--- config.mk ---
export PLATFORM = sky130hd
export DESIGN_NAME = imem_loader_flat
export DESIGN_NICKNAME = d
export VERILOG_FILES = /design/src/rtl/imem_loader_pkg.sv /design/src/rtl/imem_loader_if.sv /design/src/rtl/imem_loader_byte_word_packer.sv /design/src/rtl/imem_loader.sv /design/src/flat_wrapper.sv
export SDC_FILE = /design/constraint.sdc
export NUM_CORES = 1
export LEC_CHECK = 0
export CAP_MARGIN = 15
export CORE_UTILIZATION = 50
export DETAILED_ROUTE_END_ITERATION = 7
export PLACE_DENSITY = 0.82
export SYNTH_ARGS = -nofsm -noshare
export SYNTH_HDL_FRONTEND = slang
export SYNTH_SLANG_ARGS = --single-unit
--- constraint.sdc ---
create_clock -name clk -period 10.8 [get_ports clk]
set_input_delay 2.7 -clock clk [delete_from_list [all_inputs] [get_ports clk]]
set_output_delay 2.7 -clock clk [all_outputs]
set_load 0.01 [all_outputs]
--- src/rtl/imem_loader_pkg.sv ---
// Shared definitions for the instruction-memory loader: FSM state encoding,
// field length in bytes and a mod-2**32 word-sum helper for the checksum.
package imem_loader_pkg;

    typedef enum logic [2:0] {
        S_LEN  = 3'd0,
        S_DATA = 3'd1,
        S_CSUM = 3'd2,
        S_DONE = 3'd3,
        S_ERR  = 3'd4
    } loader_state_t;

    localparam int          LOADER_LEN_BYTES = 4;
    localparam logic [1:0]  LAST_LANE        = 2'(LOADER_LEN_BYTES - 1);

    function automatic logic [31:0] word_sum(input logic [31:0] a, input logic [31:0] b);
        return a + b;
    endfunction

endpackage

--- src/rtl/imem_loader_if.sv ---
// Loader bus: UART byte stream in, instruction-memory write port and
// load status out. The slave modport is the loader's view.
interface imem_loader_if #(
    parameter int ADDR_W = 14
);
    logic [7:0]        rx_data;
    logic              rx_valid;
    logic              imem_we;
    logic [ADDR_W-1:0] imem_waddr;
    logic [31:0]       imem_wdata;
    logic              cpu_reset;
    logic              load_done;
    logic              load_err;

    modport master (
        output rx_data, rx_valid,
        input  imem_we, imem_waddr, imem_wdata, cpu_reset, load_done, load_err
    );

    modport slave (
        input  rx_data, rx_valid,
        output imem_we, imem_waddr, imem_wdata, cpu_reset, load_done, load_err
    );
endinterface

--- src/rtl/imem_loader_byte_word_packer.sv ---
// byte_word_packer: gathers four strobed bytes into a little-endian word.
// word/word_valid are presented combinationally alongside the 4th byte so the
// consumer can register the result on the same edge that takes that byte.
module byte_word_packer
    import imem_loader_pkg::*;
(
    input  logic        clk,
    input  logic        reset,
    input  logic        restart,
    input  logic [7:0]  rx_byte,
    input  logic        byte_valid,
    output logic [31:0] word,
    output logic        word_valid
);
    logic [1:0]  lane_r;
    logic [23:0] bytes_r;

    // Lane counter and storage for the first three bytes of a word.
    always_ff @(posedge clk or posedge reset) begin
        if (reset) begin
            lane_r  <= 2'd0;
            bytes_r <= 24'd0;
        end else if (restart) begin
            lane_r  <= 2'd0;
            bytes_r <= bytes_r;
        end else if (byte_valid) begin
            case (lane_r)
                2'd0:    bytes_r[7:0]   <= rx_byte;
                2'd1:    bytes_r[15:8]  <= rx_byte;
                2'd2:    bytes_r[23:16] <= rx_byte;
                default: bytes_r        <= bytes_r;
            endcase
            lane_r <= lane_r + 2'd1;
        end else begin
            lane_r  <= lane_r;
            bytes_r <= bytes_r;
        end
    end

    // Completed word appears together with its final byte.
    always_comb begin
        word       = {rx_byte, bytes_r};
        word_valid = 1'b0;
        if (byte_valid && !restart && (lane_r == LAST_LANE)) begin
            word_valid = 1'b1;
        end else begin
            word_valid = 1'b0;
        end
    end
endmodule

--- src/rtl/imem_loader.sv ---
// imem_loader: writes a length-prefixed LE word stream into instruction memory
// from address 0 and holds the core in reset until the image is loaded.
// Optional feature macro: IMEM_LOADER_CHECKSUM_EN (trailing sum-of-words check).
module imem_loader
    import imem_loader_pkg::*;
#(
    parameter int ADDR_W = 14,
    parameter int DEPTH  = 16384
) (
    input  logic          clk,
    input  logic          reset,
    imem_loader_if.slave  bus
);
    loader_state_t state_r;
    logic [31:0]   n_r;
    logic [31:0]   count_r;
    logic [31:0]   word_s;
    logic          word_valid_s;
    logic          active_s;
`ifdef IMEM_LOADER_CHECKSUM_EN
    logic [31:0]   csum_r;
`endif

    // Bytes are only consumed while a field is still expected.
    always_comb begin
        active_s = 1'b0;
        case (state_r)
            S_LEN, S_DATA, S_CSUM: active_s = 1'b1;
            default:               active_s = 1'b0;
        endcase
    end

    byte_word_packer u_packer (
        .clk        (clk),
        .reset      (reset),
        .restart    (!active_s),
        .rx_byte    (bus.rx_data),
        .byte_valid (bus.rx_valid && active_s),
        .word       (word_s),
        .word_valid (word_valid_s)
    );

    // Loader FSM with registered memory-write port and status outputs.
    always_ff @(posedge clk or posedge reset) begin
        if (reset) begin
            state_r        <= S_LEN;
            n_r            <= 32'd0;
            count_r        <= 32'd0;
            bus.imem_we    <= 1'b0;
            bus.imem_waddr <= '0;
            bus.imem_wdata <= 32'd0;
            bus.cpu_reset  <= 1'b1;
            bus.load_done  <= 1'b0;
            bus.load_err   <= 1'b0;
`ifdef IMEM_LOADER_CHECKSUM_EN
            csum_r         <= 32'd0;
`endif
        end else begin
            bus.imem_we <= 1'b0;
            if (word_valid_s) begin
                case (state_r)
                    S_LEN: begin
                        n_r     <= word_s;
                        count_r <= 32'd0;
                        if (word_s == 32'd0) begin
`ifdef IMEM_LOADER_CHECKSUM_EN
                            state_r <= S_CSUM;
`else
                            state_r       <= S_DONE;
                            bus.load_done <= 1'b1;
                            bus.cpu_reset <= 1'b0;
`endif
                        end else if (word_s > 32'(DEPTH)) begin
                            state_r      <= S_ERR;
                            bus.load_err <= 1'b1;
                        end else begin
                            state_r <= S_DATA;
                        end
                    end
                    S_DATA: begin
                        bus.imem_we    <= 1'b1;
                        bus.imem_waddr <= count_r[ADDR_W-1:0];
                        bus.imem_wdata <= word_s;
                        count_r        <= count_r + 32'd1;
`ifdef IMEM_LOADER_CHECKSUM_EN
                        csum_r         <= word_sum(csum_r, word_s);
`endif
                        if ((count_r + 32'd1) == n_r) begin
`ifdef IMEM_LOADER_CHECKSUM_EN
                            state_r <= S_CSUM;
`else
                            state_r       <= S_DONE;
                            bus.load_done <= 1'b1;
                            bus.cpu_reset <= 1'b0;
`endif
                        end else begin
                            state_r <= S_DATA;
                        end
                    end
`ifdef IMEM_LOADER_CHECKSUM_EN
                    S_CSUM: begin
                        if (word_s == csum_r) begin
                            state_r       <= S_DONE;
                            bus.load_done <= 1'b1;
                            bus.cpu_reset <= 1'b0;
                        end else begin
                            state_r      <= S_ERR;
                            bus.load_err <= 1'b1;
                        end
                    end
`endif
                    default: state_r <= state_r;
                endcase
            end else begin
                state_r <= state_r;
            end
        end
    end
endmodule

--- src/flat_wrapper.sv ---
// flat-port wrapper written by rule: the top's interface ports become plain ports
module imem_loader_flat import imem_loader_pkg::*;
#(
    parameter int ADDR_W = 14,
    parameter int DEPTH  = 16384
)
  (clk, reset, bus_rx_data, bus_rx_valid, bus_imem_we, bus_imem_waddr, bus_imem_wdata, bus_cpu_reset, bus_load_done, bus_load_err);
  imem_loader_if #(.ADDR_W(ADDR_W)) bus_i ();
  input  logic clk;
  input  logic reset;
  input wire logic [$bits(bus_i.rx_data)-1:0] bus_rx_data;
  input wire logic [$bits(bus_i.rx_valid)-1:0] bus_rx_valid;
  output wire logic [$bits(bus_i.imem_we)-1:0] bus_imem_we;
  output wire logic [$bits(bus_i.imem_waddr)-1:0] bus_imem_waddr;
  output wire logic [$bits(bus_i.imem_wdata)-1:0] bus_imem_wdata;
  output wire logic [$bits(bus_i.cpu_reset)-1:0] bus_cpu_reset;
  output wire logic [$bits(bus_i.load_done)-1:0] bus_load_done;
  output wire logic [$bits(bus_i.load_err)-1:0] bus_load_err;
  assign bus_i.rx_data = bus_rx_data;
  assign bus_i.rx_valid = bus_rx_valid;
  assign bus_imem_we = bus_i.imem_we;
  assign bus_imem_waddr = bus_i.imem_waddr;
  assign bus_imem_wdata = bus_i.imem_wdata;
  assign bus_cpu_reset = bus_i.cpu_reset;
  assign bus_load_done = bus_i.load_done;
  assign bus_load_err = bus_i.load_err;
  imem_loader #(.ADDR_W(ADDR_W), .DEPTH(DEPTH)) u_core (.clk(clk), .reset(reset), .bus(bus_i));
endmodule
==> impl_metrics.py <==
metrics = {
    "synthesis": {
        "syn-num-nets": 743,
        "post_synth_main_area_contributors": "dfrtp_1 (51%), nand2_1 (10%), mux2_2 (8.5%)",
        "synth_ff_type": "dfrtp_1",
        "async_reset_ff_share_pct": 100,
        "synth.lib_cells_used.distinct": 56,
        "postSynthCellCount": 727,
        "ys_warn_count": 0,
        "syn_area_um2": 7030,
        "synth.ff_latch_count": 143,
        "synthDominantAreaCellType": "dfrtp_1",
        "proportion_of_netlist_area_held_by_the_largest_area_contributor_pct": 50.6,
        "synth_edf_count": 0,
        "ys_seq_area_share_pct": 50.9,
        "syn-mean-instance-area_um2": 9.67,
    },
    "floorplanning": {
        "fp.dieW_um": 121,
        "fp.dieArea_um2": 14500,
        "starting_utilization_of_the_core_area_pct": 52.2,
        "row_count": 42,
        "chipHeight_um": 121,
        "design.core.area_um2": 13500,
        "ios": 61,
    },
    "cts": {
        "clk_pin_slew_worst_paths_ns": 0.06,
        "tritoncts": "done",
        "clock-sinks": 143,
        "cts_setup_buffers": 0,
        "clock_path_buffers": 2,
        "cts_resized": 0,
        "cts_htree_levels": 4,
        "cts_inserted_buffers": 17,
        "cts_hold_repair.buffers": 0,
        "worst_skew_pair.late_latency_ns": 0.43,
        "root_buffer_cell": "clkbuf_16",
    },
    "global_route": {
        "grt_max_degree": 92,
        "global_route_total_overflow": 0,
        "antenna_found_initial": 0,
        "grt_pass1_vias": 5629,
        "grt_first_pass_wirelength_mm": 29.9,
        "globalRouteTotalUtil_pct": 26.9,
    },
    "worst_setup_path": {
        "crit_start": "bus_rx_valid",
        "crit_path_end_kind": "register",
        "critical_path_buf_inv_count": 4,
        "longest_individual_stage_delay_on_the_worst_path_ns": 0.59,
        "worst_path_slowest_cell": "clkdlybuf4s50_1",
        "critical_path.reg2reg.startpoint": "u_core.count_r[0]",
        "cpLargestDelayFamily": "buffers and inverters",
        "crit_path_start_kind": "input pin",
        "worstRegToRegCells": 8,
        "crit_chain": "clkdlybuf4s50_1 -> nand3b_1 -> or2_2 -> buf_4 -> inv_2 -> buf_4 -> o2111a_1 -> o2111ai_1 -> o211a_1",
        "timing.reg2reg.setup_slack_ns": 7.68,
        "r2r_end": "u_core.bus.cpu_reset",
        "crit_fanout": 91,
        "timing.critical_path.required_ns": 11.16,
        "cp_arrival_ns": 5.49,
        "path_common_cell": "buf_4",
        "crit_type": "in -> reg",
    },
    "timing": {
        "post-route-period-util_pct": 47.5,
        "setup_total_negative_slack_ns": 0,
        "worst_hold_slack_ns": 0.470,
        "slew_violations": 0,
        "timing.final.crit_period_ns": 5.13,
        "tightest_slew_ns": 0.928,
        "report.final.setup_viol": 0,
        "finClkSkew_ns": 0.00722,
        "rsz_0062_raised_after_global_routing": "false",
        "final-hold-violation-count": 0,
        "clock.fmax_ghz": 0.195,
        "slew_headroom_pct": 38.1,
    },
    "routing": {
        "drt_pre_antenna_iters": 7,
        "detailroute.via_count": 5780,
        "wl_per_cell_um": 18.9,
        "drc": 0,
        "antenna_violating_nets_post_route": 0,
        "initialDrtViolationCount": 529,
        "routed_wirelength_mm": 18.1,
        "vias_per_cell": 6.05,
    },
    "final_layout": {
        "diodes": 0,
        "post_synthesis_to_final_layout_area_growth_pct": 17.7,
        "num-nets-final": 782,
        "drive_above_1_share_pct": 13.2,
        "finalCoreUtilization_pct": 61.5,
    },
    "power": {
        "ir_drop_mv": 0.152,
        "power_density_nw_per_um2": 228,
        "leakage_nw": 3.68,
        "post-layout-total-power_mw": 1.89,
    },
    "placed_design": {
        "globalplace.congestion": 0.903,
        "post-dp-hpwl_mm": 11.7,
        "port_buffers": 60,
    },
    "outcome": {
        "status": "finished clean",
    },
    "min_path": {
        "worstHoldEndpoint": "u_core.bus.load_err",
        "holdCritStartpoint": "u_core.bus.load_err",
        "worstHoldPathCells": 1,
        "timing.hold.worst.class": "reg -> reg",
    },
    "flow_run": {
        "timing.max_cap.violations": 0,
    },
}
## metal layers
layer	part of all wire, %	track usage (%)	vias up	routed length [um]
met5	0	0	-	0
met4	3.2	13.8	0	575
met3	7.3	5.33	41	1310
met2	47	41.2	270	8450
met1	43	36.4	2838	7720
li1	-	-	2631	-
## worst max-delay path by stage
stage	slack, ns	to	cells after the start
after floorplan	4.26	u_core.bus.imem_waddr[0]	1
after global placement	5.30	u_core.bus.cpu_reset	9
after detailed placement	5.26	u_core.bus.cpu_reset	9
after CTS	5.67	u_core.bus.cpu_reset	9
after global routing	5.45	u_core.bus.cpu_reset	9
final	5.67	u_core.bus.cpu_reset	9
## flip-flops by register name (all words and copies together) (netlist names)
name,count
u_core.bus.cpu_reset,1
u_core.bus.imem_waddr,14
u_core.bus.imem_wdata,32
u_core.bus.imem_we,1
u_core.bus.load_done,1
u_core.bus.load_err,1
u_core.count_r,32
u_core.n_r,32
u_core.state_r,3
u_core.u_packer.bytes_r,24
u_core.u_packer.lane_r,2
## cells in the final DEF, fill, tap and decap left out, types with 3 or more instances in the layout
cell type        synthesis  layout
buf_4                    1       6
or2_2                    3       3
nand2b_1                 3       3
a21oi_1                 21      21
clkdlybuf4s50_1          0      60
nand2_1                189     189
o41ai_1                  8       8
o31ai_1                 13      13
nor4_1                  17      17
inv_6                    0       3
o22ai_1                  4       4
nand4_1                 12      12
nor3_1                  15      15
ha_1                     5       5
nand3_1                 16      16
o211ai_1                 4       4
xor2_1                  13      13
clkinv_4                 0       4
or4_1                    3       3
mux2_2                  53      53
inv_1                    8       7
a31oi_1                  3       3
o21ai_0                 54      54
and3_1                   9       9
dfrtp_1                142     142
xnor2_1                 23      23
o211a_1                  3       3
clkbuf_16                0      17
nor2_1                  19      18
and4_1                  10      10
## cells in the mapped netlist, types with 15 or more instances
cell and instances:
a21oi_1 21, buf_2 17, clkbuf_1 28, dfrtp_1 142
mux2_2 53, nand2_1 189, nand3_1 16, nor2_1 19
nor3_1 15, nor4_1 17, o21ai_0 54, xnor2_1 23
## worst register-to-register path: cells and delay by family (launching register included)
kind | cells | cell delay [ns]
fa+ha+maj | 1 | 0.32
compound gates | 3 | 0.69
flops | 1 | 0.51
simple gates | 4 | 1.54
## logic make-up after synthesis
family	count (synthesis)	share of synthesized area, %
simple gates	308	20.4
flops	143	50.9
compound gates	126	11.3
buf+inv	55	3.29
mux	54	8.63
xor+xnor	36	4.49
fa+ha+maj	5	0.890
## area by class of cell
cell class / count / area (um2)
timing repair buffer: 66 / 646
tap: 176 / 220
inverter: 9 / 38.8
multi-input combinational: 529 / 3220
fill: 1099 / 5180
clock buffer: 21 / 460
clock inverter: 11 / 108
sequential: 143 / 3580
## power by group
part           leakage, nW  internal [mW]  switching, mW  total (mW)
Sequential            1.89          0.689          0.159       0.848
Clock                0.274          0.330          0.232       0.563
Combinational         1.52          0.259          0.218       0.477
## per-stage QoR
step	std cells	instance area (um2)	worst slack (ns)
2_1_floorplan	727	7030	4.26
3_3_place_gp	922	7700	5.30
3_5_place_dp	922	7700	5.26
4_1_cts	954	8260	5.67
5_1_grt	955	8270	5.45
6_report	955	8270	5.67
No activity file was read; power rests on OpenSTA's default activity.
